`src/rtl/if_fetch_unit_pkg.sv`:
```
// Shared definitions for the instruction-fetch stage: NOP encoding, fetch stride,
// fetch state encoding and default reset / exception vector addresses.
// Latency: n/a (definitions only). Backpressure: n/a.
package if_fetch_unit_pkg;

    localparam logic [31:0] NOP_INSTR      = 32'h0000_0000;
    localparam logic [31:0] INSTR_BYTES    = 32'd4;
    localparam logic [31:0] DEF_RESET_PC   = 32'h0000_0000;
    localparam logic [31:0] DEF_EXC_VECTOR = 32'h0000_0020;

    // HOLD: ROM disabled for the first cycle after reset; RUN: normal fetching.
    typedef enum logic {
        ST_HOLD = 1'b0,
        ST_RUN  = 1'b1
    } fetch_state_t;

endpackage

```
`src/rtl/if_fetch_unit_if_id_reg.sv`:
```
// IF/ID pipeline register: captures pc/instr/valid of the fetched word for decode.
// Latency: 1 cycle from load to outputs. Backpressure: hold freezes contents; squash wins over hold.
// Ports: clk, rst (async, active-high); squash/hold/load controls; pc_in/instr_in;
//        pc_out/instr_out/valid_out. With no control asserted the contents are kept.
module if_fetch_unit_if_id_reg
    import if_fetch_unit_pkg::*;
(
    input  logic        clk,
    input  logic        rst,
    input  logic        squash,
    input  logic        hold,
    input  logic        load,
    input  logic [31:0] pc_in,
    input  logic [31:0] instr_in,
    output logic [31:0] pc_out,
    output logic [31:0] instr_out,
    output logic        valid_out
);

    logic [31:0] pc_q,    pc_d;
    logic [31:0] instr_q, instr_d;
    logic        valid_q, valid_d;

    always_comb begin
        pc_d    = pc_q;
        instr_d = instr_q;
        valid_d = valid_q;
        if (squash) begin
            // Squashed slot carries a NOP; pc is zeroed so a bubble is unambiguous.
            pc_d    = 32'h0;
            instr_d = NOP_INSTR;
            valid_d = 1'b0;
        end else if (hold) begin
            pc_d    = pc_q;
            instr_d = instr_q;
            valid_d = valid_q;
        end else if (load) begin
            pc_d    = pc_in;
            instr_d = instr_in;
            valid_d = 1'b1;
        end
    end

    always_ff @(posedge clk or posedge rst) begin
        if (rst) begin
            pc_q    <= 32'h0;
            instr_q <= NOP_INSTR;
            valid_q <= 1'b0;
        end else begin
            pc_q    <= pc_d;
            instr_q <= instr_d;
            valid_q <= valid_d;
        end
    end

    assign pc_out    = pc_q;
    assign instr_out = instr_q;
    assign valid_out = valid_q;

endmodule

```
`src/rtl/if_fetch_unit.sv`:
```
// Instruction fetch: owns the PC, drives the combinational instruction ROM, fills IF/ID.
// Latency: 1 cycle from rom_addr to id_instr. Backpressure: stall freezes PC and IF/ID; flush overrides stall.
// Ports: clk, rst (async, active-high); stall, flush, branch_taken, branch_target in;
//        rom_ce/rom_addr out, rom_instr in; id_pc/id_instr/id_valid out; fetch_fault out.
// Optional build macro FETCH_ALIGN_CHECK_EN: a misaligned redirect goes to EXC_VECTOR and
// pulses fetch_fault for one cycle. Without it the target low bits are cleared and
// fetch_fault is tied low.
module if_fetch_unit
    import if_fetch_unit_pkg::*;
#(
    parameter logic [31:0] RESET_PC   = DEF_RESET_PC,
    parameter logic [31:0] EXC_VECTOR = DEF_EXC_VECTOR
) (
    input  logic        clk,
    input  logic        rst,
    input  logic        stall,
    input  logic        flush,
    input  logic        branch_taken,
    input  logic [31:0] branch_target,
    output logic        rom_ce,
    output logic [31:0] rom_addr,
    input  logic [31:0] rom_instr,
    output logic [31:0] id_pc,
    output logic [31:0] id_instr,
    output logic        id_valid,
    output logic        fetch_fault
);

    fetch_state_t state_q, state_d;
    logic [31:0]  pc_q, pc_d;
    logic         ifid_squash;
    logic         ifid_hold;
    logic         ifid_load;
    logic         fault_set;

    // State register.
    always_ff @(posedge clk or posedge rst) begin
        if (rst) begin
            state_q <= ST_HOLD;
        end else begin
            state_q <= state_d;
        end
    end

    // Next-state logic: HOLD lasts exactly one cycle after reset release.
    always_comb begin
        state_d = state_q;
        if (state_q == ST_HOLD) begin
            state_d = ST_RUN;
        end
    end

    // Output / datapath control, first matching row wins: flush, stall, redirect, sequential.
    always_comb begin
        pc_d        = pc_q;
        ifid_squash = 1'b0;
        ifid_hold   = 1'b0;
        ifid_load   = 1'b0;
        fault_set   = 1'b0;
        if (state_q == ST_HOLD) begin
            ifid_squash = 1'b1;
        end else if (flush) begin
            pc_d        = EXC_VECTOR;
            ifid_squash = 1'b1;
        end else if (stall) begin
            // ID keeps branch_taken asserted across the stall, so it is safe to ignore here.
            ifid_hold   = 1'b1;
        end else if (branch_taken) begin
            ifid_squash = 1'b1;
`ifdef FETCH_ALIGN_CHECK_EN
            if (branch_target[1:0] != 2'b00) begin
                pc_d      = EXC_VECTOR;
                fault_set = 1'b1;
            end else begin
                pc_d      = branch_target;
            end
`else
            pc_d        = branch_target & ~32'h3;
`endif
        end else begin
            ifid_load   = 1'b1;
            // Natural 32-bit wrap from 0xFFFF_FFFC to 0.
            pc_d        = pc_q + INSTR_BYTES;
        end
    end

    always_ff @(posedge clk or posedge rst) begin
        if (rst) begin
            pc_q <= RESET_PC;
        end else begin
            pc_q <= pc_d;
        end
    end

`ifdef FETCH_ALIGN_CHECK_EN
    logic fault_q, fault_d;

    // Single-cycle pulse: set only on the redirect edge, cleared on every other edge.
    always_comb begin
        fault_d = fault_set;
    end

    always_ff @(posedge clk or posedge rst) begin
        if (rst) begin
            fault_q <= 1'b0;
        end else begin
            fault_q <= fault_d;
        end
    end

    assign fetch_fault = fault_q;
`else
    assign fetch_fault = fault_set & 1'b0;
`endif

    assign rom_ce   = (state_q == ST_RUN);
    assign rom_addr = {pc_q[31:2], 2'b00};

    if_fetch_unit_if_id_reg u_if_id_reg (
        .clk       (clk),
        .rst       (rst),
        .squash    (ifid_squash),
        .hold      (ifid_hold),
        .load      (ifid_load),
        .pc_in     (rom_addr),
        .instr_in  (rom_instr),
        .pc_out    (id_pc),
        .instr_out (id_instr),
        .valid_out (id_valid)
    );

endmodule

```
`config.mk`:
```
export PLATFORM = sky130hd
export DESIGN_NAME = if_fetch_unit
export DESIGN_NICKNAME = d
export VERILOG_FILES = /design/src/rtl/if_fetch_unit_pkg.sv /design/src/rtl/if_fetch_unit_if_id_reg.sv /design/src/rtl/if_fetch_unit.sv
export SDC_FILE = /design/constraint.sdc
export NUM_CORES = 1
export LEC_CHECK = 0
export CORE_MARGIN = 3
export CORE_UTILIZATION = 25
export DETAILED_ROUTE_END_ITERATION = 10
export SETUP_SLACK_MARGIN = 0.2
export SLEW_MARGIN = 20
export SYNTH_ARGS = -nofsm -noshare
export SYNTH_HDL_FRONTEND = slang
export SYNTH_SLANG_ARGS = --single-unit
export TNS_END_PERCENT = 30
```
`constraint.sdc`:
```
create_clock -name clk -period 7.63 [get_ports clk]
set_input_delay 1.526 -clock clk [delete_from_list [all_inputs] [get_ports clk]]
set_output_delay 1.526 -clock clk [all_outputs]
set_load 0.02 [all_outputs]
```
==> results of run 1 <==
==> final cells by class <==
class	instances	area, µm²	share of cell area [%]
Sequential cell	94	2350	37.5
Timing Repair Buffer	164	1630	26.0
Tap cell	216	270	4.30
Inverter	7	28.8	0.458
Clock buffer	11	253	4.02
Clock inverter	5	81.3	1.29
Multi-Input combinational cell	256	1660	26.5
==> state kept, by name, indices dropped and copies added, names as in the netlist <==
signal	count
u_if_id_reg.valid_out	1
rom_ce	1
pc_q	30
u_if_id_reg.pc_out	30
u_if_id_reg.instr_out	32
==> worst paths after layout <==
| path | from | cells past startpoint | slack (ns) | endpoint |
|---|---|---|---|---|
| hold / removal | u_if_id_reg.pc_out[28] | 2 | 0.47 | u_if_id_reg.pc_out[28] |
| max in group asynchronous | rst | 3 | 4.89 | pc_q[28] |
| min in group asynchronous | rst | 2 | 1.52 | u_if_id_reg.instr_out[8] |
| hold reg to reg | u_if_id_reg.pc_out[28] | 2 | 0.47 | u_if_id_reg.pc_out[28] |
| setup reg to reg | rom_ce | 5 | 5.01 | pc_q[20] |
| setup / recovery | flush | 6 | 3.70 | pc_q[20] |
==> cell families (layout without fill, tap and decap cells) <==
group / Yosys count / count (layout) / share of synthesized area, %
AO/OA/AOI/OAI: 140 / 140 / 23.6
AND/OR/NAND/NOR: 99 / 99 / 12.8
flip-flops: 94 / 94 / 56.2
buffers and inverters: 40 / 187 / 4.69
XOR/XNOR: 5 / 5 / 1.05
multiplexers: 5 / 5 / 1.20
other: 2 / 6 / 0.179
adder cells (fa/ha/maj): 1 / 1 / 0.299
==> critical path, cell delays in order <==
cell and delay [ns]:
clkdlybuf4s50_1 0.48, or3b_1 0.72, nor2_8 0.86, nand2_1 0.15, or3_1 0.37, nand3_1 0.08
==> stage by stage <==
step / cells / instance area [µm²] / setup WS (ns) / hold slack [ns] / total power [mW]
final: 753 / 6280 / 3.70 / 0.470 / 1.18
after global routing: 753 / 6280 / 3.53 / 0.495 / 1.23
after CTS: 753 / 6280 / 3.70 / 0.479 / 1.20
after detailed placement: 737 / 5940 / 3.33 / 0.463 / 0.689
after global placement: 737 / 5940 / 3.39 / 0.462 / 0.686
after floorplan: 390 / 4200 / 3.66 / 0.583 / 0.604
==> cells in the mapped netlist (2+ instances only) <==
master	instances
nor2_1	24
nor3b_1	2
a32oi_1	3
nor2_2	2
buf_2	13
nand3_1	13
a41oi_1	2
nand4_1	10
xor2_1	5
nand2_1	28
dfrtp_1	94
a31oi_1	6
conb_1	2
a21oi_1	14
o21ai_0	37
inv_1	7
nor3_1	3
clkbuf_1	13
nor4_1	2
or3_1	3
and3_1	3
a22o_1	56
mux2i_1	5
a22oi_1	12
o21ai_1	3
buf_4	6
o311ai_1	2
==> per-layer routing <==
layer,global-route usage [%],vias to the layer above
met3,2.97,11
met4,4.48,0
met5,0,-
met2,23.1,146
met1,20.5,1863
li1,-,1728
==> where the power goes <==
part	switching (mW)	total (mW)	internal (mW)	leakage, nW
clock network	0.197	0.502	0.305	0.162
registers	0.0220	0.535	0.513	1.29
logic	0.0726	0.143	0.0703	1.23
==> qor.yml, run 1 <==
grt_use_total_pct: 14.7
drive_gt1_share_pct: 5.96
drt_iter0_drc: 222
seq_area_frac_synth_pct: 56.2
start_util_pct: 26.0
cts_tree: "built"
die_w_um: 135
yosysTopAreaCellShare_pct: 56.2
num_rows: 46
synth_ff_type: "dfrtp_1"
path_clk_slew_ns: 0.07
netlist_instances: 386
drt-met1-wl_mm: 6.17
critical_path_class: "in2reg"
first_pass_iters: 5
setup_tns_ns: 0
ys_types: 43
post_cts_resized: 0
synth.avg_cell_area_um2: 10.8
slew-limit-headroom_pct: 32.1
clock_skew_ns: 0.00795
tightest_slew_ns: 1.01
top_layer: "met4"
synth_area_leaders: "dfrtp_1, a22o_1, o21ai_0"
layout_commonest_cell: "clkdlybuf4s50_1"
synth-seq-cells: 94
grt_max_degree: 69
mostFrequentLayoutCells: "clkdlybuf4s50_1, dfrtp_1, a22o_1, o21ai_0, nand2_1"
syn_to_final_growth_pct: 50.0
nNetsFinal: 602
hpwl_mm: 9.21
num_io_pins: 168
hold_class: "reg2reg"
h-tree-depth: 3
critPathLaunchType: "input port"
drc: 0
grt_pass1_vias: 3763
worstPathArrival_ns: 4.20
core_area_um2: 16100
dieArea_um2: 18300
cts_num_sinks: 94
cts-hold-fix-buffers: 0
worstPathRequired_ns: 7.91
p_leak_nw: 2.68
antenna_cells: 0
power_density_nw_per_um2: 188
drv_cap: 0
yosys.area.top_type: "dfrtp_1"
rsz0062_at_grt: "no"
netlist_area_um2: 4190
grt_pass1_wl_mm: 21.4
end_kind: "flip-flop"
cts_buffers: 9
fin_crit_ns: 3.93
async_flop_share_pct: 100
vias: 3748
synth-edff-count: 0
die_y_um: 135
ant_nets: 0
fin_crit_sh_pct: 51.5
port_buffers: 160
final_core_util_pct: 39.0
root_buffer: "clkbuf_16"
status: "finished clean"
cts_post_setup_buffers_inserted: 0
setup_viol: 0
max_freq_mhz: 255
wl_per_cell_um: 18.1
cts_buffer_depth: 2
cp_max_fo: 63
routed_wl_mm: 13.7
antenna_found_initial: 0
overflow: 0
fillers: 1574
drv_slew: 0
hold_viol_final: 0
worstSkewPairLatency_ns: 0.34
gp_congestion: 0.737
dr_wl_met3_um: 879
vias_per_cell: 4.98
yosys_warnings: 0
peakVddDrop_mv: 0.110
dr_wl_met2_mm: 6.44
(Power assumes the default switching activity.)
==> run 2, diff against run 1 <==
clock period = 3.53 ns   (was 7.63 ns; I/O delays follow)
==> qor.yml, run 2 (same netlist as run 1, synthesis figures left out) <==
status: "finished clean"
vias: 3681
setup_tns_ns: 0
end_kind: "flip-flop"
start_util_pct: 26.0
largest_reg_flops: 32
post_cts_resized: 0
grt_max_degree: 64
hold_viol_final: 0
r2r_cells: 6
nNetsFinal: 610
drv_cap: 0
internal-power_mw: 1.83
stdcell_count: 760
fin_crit_ns: 2.54
port_buffers: 160
cts-hold-fix-buffers: 0
slew-limit-headroom_pct: 50.5
grt_use_total_pct: 14.8
grt_pass1_vias: 3814
h-tree-depth: 3
drc: 0
antenna_cells: 0
worstPathArrival_ns: 2.82
root_buffer: "clkbuf_16"
clkPwrFrac_pct: 39.7
worstPathRequired_ns: 3.81
total_power_mw: 2.44
peakVddDrop_mv: 0.207
drive_gt1_share_pct: 6.80
die_w_um: 135
hp-start: "u_if_id_reg.pc_out[28]"
hpwl_mm: 9.49
syn_to_final_growth_pct: 50.4
worstSkewPairLatency_ns: 0.34
cts_num_sinks: 94
mostFrequentLayoutCells: "clkdlybuf4s50_1, dfrtp_1, a22o_1, o21ai_0, nand2_1"
p_leak_nw: 2.70
fin_crit_sh_pct: 72.0
drv_slew: 0
dpl.cell_count: 745
layout_commonest_cell: "clkdlybuf4s50_1"
core_area_um2: 16100
overflow: 0
clock_skew_ns: 0.0137
tightest_slew_ns: 0.737
cts_buffer_depth: 2
rsz0062_at_grt: "no"
switching_power_mw: 0.609
fin_ws_ns: 0.987
max_freq_mhz: 393
hold_depth: 2
hold_class: "reg2reg"
antenna_found_initial: 0
wl_per_cell_um: 17.7
critPathLaunchType: "input port"
setup_viol: 0
dp_worst_setup_slack_ns: 0.601
vias_per_cell: 4.84
p_sw_share_pct: 25.0
critical_path_class: "in2reg"
cts_buffers: 9
whs_endpoint: "u_if_id_reg.pc_out[28]"
die_y_um: 135
cts_tree: "built"
r2r-start: "pc_q[2]"
ant_nets: 0
power_frac_seq_pct: 47.5
worst-r2r-setup-slack_ns: 1.32
gp_congestion: 0.753
r2r-end: "pc_q[20]"
cts_post_setup_buffers_inserted: 0
dieArea_um2: 18300
drt_iter0_drc: 221
num_rows: 46
first_pass_iters: 5
combPwrFrac_pct: 12.8
routed_wl_mm: 13.5
cp_max_fo: 16
path_clk_slew_ns: 0.07
power_density_nw_per_um2: 387
grt_pass1_wl_mm: 21.4
final_core_util_pct: 39.1
num_io_pins: 168
==> run 2: how the worst max path moves through the flow <==
stage          start        to  slack (ns)  cells after the start
2_1_floorplan    rst  pc_q[10]        0.38                      1
3_3_place_gp   flush  pc_q[20]        0.66                      6
3_5_place_dp   flush  pc_q[20]        0.60                      6
4_1_cts        flush  pc_q[29]        0.97                      6
5_1_grt        flush  pc_q[16]        0.86                      6
6_report       flush  pc_q[20]        0.99                      6
==> run 2: metal layers <==
metal / global-route usage, % / vias up / wire length [µm]
met5: 0 / - / 0
met2: 23.0 / 148 / 6280
met3: 2.71 / 12 / 757
met1: 20.7 / 1778 / 6270
met4: 5.15 / 0 / 162
li1: - / 1743 / -
==> run 2: critical path, stage by stage <==
cell and delay (ns):
clkdlybuf4s50_1 0.49, or3b_1 0.71, nor2_8 0.37, nand2_1 0.11, or3_1 0.35, nand3_1 0.08
==> run 2: power groups by stage <==
stage | sequential (mW) | clock, mW | combinational [mW]
6_report | 1.16 | 0.967 | 0.312
5_1_grt | 1.16 | 1.05 | 0.337
4_1_cts | 1.16 | 1.01 | 0.316
3_5_place_dp | 1.18 | 0 | 0.315
3_3_place_gp | 1.18 | 0 | 0.311
2_1_floorplan | 1.20 | 0 | 0.100
==> run 2: final cells by class <==
type,count,area [µm²]
Clock buffer,11,243
Clock inverter,4,47.5
Fill cell,1583,9820
Inverter,7,28.8
Multi-Input combinational cell,256,1660
Sequential cell,94,2350
Tap cell,216,270
Timing Repair Buffer,172,1690
==> run 2: through the flow <==
stage	area, µm²	hold WS [ns]
finish	6290	0.469
global route	6290	0.514
CTS	6290	0.476
detailed placement	6000	0.462
global placement	6000	0.462
floorplan	4200	0.583
==> run 3, diff against run 2 <==
clock period = 2.3 ns   (was 3.53 ns; I/O delays follow)
==> qor.yml, run 3 (same netlist as run 1, synthesis figures left out) <==
grt_use_total_pct: 15.1
antenna_cells: 0
overflow: 0
cts_buffers: 9
worstPathArrival_ns: 1.53
setup_viol: 0
placed_cell_area_um2: 6180
holdWs_ns: 0.466
root_buffer: "clkbuf_16"
internal-power_mw: 2.85
cts_buffer_depth: 2
setup_tns_ns: 0
num_rows: 46
multi_input_area_um2: 1660
stdcell_count: 770
num_io_pins: 168
drv_cap: 0
cts_tree: "built"
critPathLaunchType: "flip-flop"
vias_per_cell: 4.89
cp_slowest_cell: "clkdlybuf4s50_1"
fin_crit_ns: 1.99
critical_path_class: "reg2out"
largest_reg_flops: 32
fillers: 1586
critPathTopFamily: "buffers and inverters"
first_pass_iters: 4
cts_num_sinks: 94
hp-start: "u_if_id_reg.pc_out[28]"
drv_slew: 0
max_stage_delay_ns: 0.68
r2r-start: "pc_q[2]"
h-tree-depth: 3
cp_max_fo: 7
dieArea_um2: 18300
total_power_mw: 3.78
end_kind: "output port"
peakVddDrop_mv: 0.356
power_density_nw_per_um2: 584
max_freq_mhz: 502
tightest_slew_ns: 0.577
gp_congestion: 0.763
p_sw_share_pct: 24.5
nNetsFinal: 621
core_area_um2: 16100
worstPathRequired_ns: 1.84
vias: 3768
syn_to_final_growth_pct: 54.5
mostFrequentLayoutCells: "clkdlybuf4s50_1, dfrtp_1, a22o_1, o21ai_0, nand2_1"
power_frac_seq_pct: 46.9
clock_skew_ns: 0.00878
routed_wl_mm: 13.6
fin_crit_sh_pct: 86.6
path_clk_slew_ns: 0.06
start_util_pct: 26.0
dpl.cell_count: 756
die_y_um: 135
ant_nets: 0
grt_pass1_wl_mm: 21.7
p_leak_nw: 2.78
slew-limit-headroom_pct: 61.5
port_buffers: 160
layout_commonest_cell: "clkdlybuf4s50_1"
drive_gt1_share_pct: 8.48
grt_max_degree: 64
hold_viol_final: 0
switching_power_mw: 0.924
crit_buf_inv: 1
startpoint: "pc_q[11]"
grt_pass1_vias: 3833
antenna_found_initial: 0
status: "finished clean"
combPwrFrac_pct: 13.5
die_w_um: 135
path_cells: "clkdlybuf4s50_1"
hpwl_mm: 9.83
hold_class: "reg2reg"
rsz0062_at_grt: "no"
drt_iter0_drc: 244
worstSkewPairLatency_ns: 0.35
wl_per_cell_um: 17.7
clkPwrFrac_pct: 39.7
register_area_um2: 2350
fin_area_um2: 6470
drc: 0
cts_post_setup_buffers_inserted: 0
run 3: cell types whose count changed in the layout (fill, tap and decap cells not counted):
cell / delta
buf_12: +7
buf_4: +4
clkinv_2: -2
clkbuf_8: +1
inv_4: -1
dfrtp_1: -1
clkbuf_1: +1
dfrtp_2: +1
run 3: metal layers:
layer / GRT usage (%) / vias up / share of wire [%]
li1: - / 1762 / -
met1: 20.3 / 1854 / 45
met2: 23.7 / 138 / 47
met3: 3.75 / 14 / 6.6
met4: 5.15 / 0 / 1.5
met5: 0 / - / 0
run 3: per-stage QoR:
| stage | setup WS, ns | util (%) |
|---|---|---|
| 4_1_cts | 0.251 | 40.1 |
| 3_5_place_dp | 0.0608 | 38.3 |
| 3_3_place_gp | 0.118 | 38.3 |
| 5_1_grt | 0.248 | 40.1 |
| 6_report | 0.308 | 40.1 |
| 2_1_floorplan | 0.481 | - |
run 3: worst reg2reg max path: stages (launching register included):
cell,delay (ns)
dfrtp_1,0.48
ha_1,0.24
nand3_1,0.20
nor2_2,0.15
buf_4,0.23
nand2_1,0.12
or3_1,0.32
nand3_1,0.09
run 3: path summary, 6_finish.rpt:
check / cells after the start / slack [ns] / endpoint
setup / recovery: 1 / 0.31 / rom_addr[11]
hold / removal: 2 / 0.47 / u_if_id_reg.pc_out[28]
setup reg to reg: 7 / 0.40 / pc_q[20]
hold reg to reg: 2 / 0.47 / u_if_id_reg.pc_out[28]
max in group asynchronous: 3 / 1.18 / u_if_id_reg.instr_out[21]
min in group asynchronous: 2 / 0.54 / pc_q[16]
run 3: layout make-up:
type	instances	area share [%]
clock buffers	13	4.02
clock inverters	1	0.464
inverters	7	0.464
multi-input cells	256	25.7
flip-flops and latches	94	36.4
well taps	216	4.18
repair buffers	183	28.8
run 3: repair_timing:
action | 4_1_cts | 5_1_grt
hold buffers | 0 | 0
hold endpoints to repair | 0 | 0
gates resized for setup | 0 | 1
endpoints found under the setup margin | 0 | 1
run 3: power groups by stage:
stage | Clock [mW] | Sequential, mW | Combinational [mW]
final | 1.50 | 1.77 | 0.509
after global routing | 1.62 | 1.78 | 0.551
after CTS | 1.56 | 1.77 | 0.519
after detailed placement | 0 | 1.80 | 0.517
after global placement | 0 | 1.80 | 0.509
after floorplan | 0 | 1.85 | 0.154
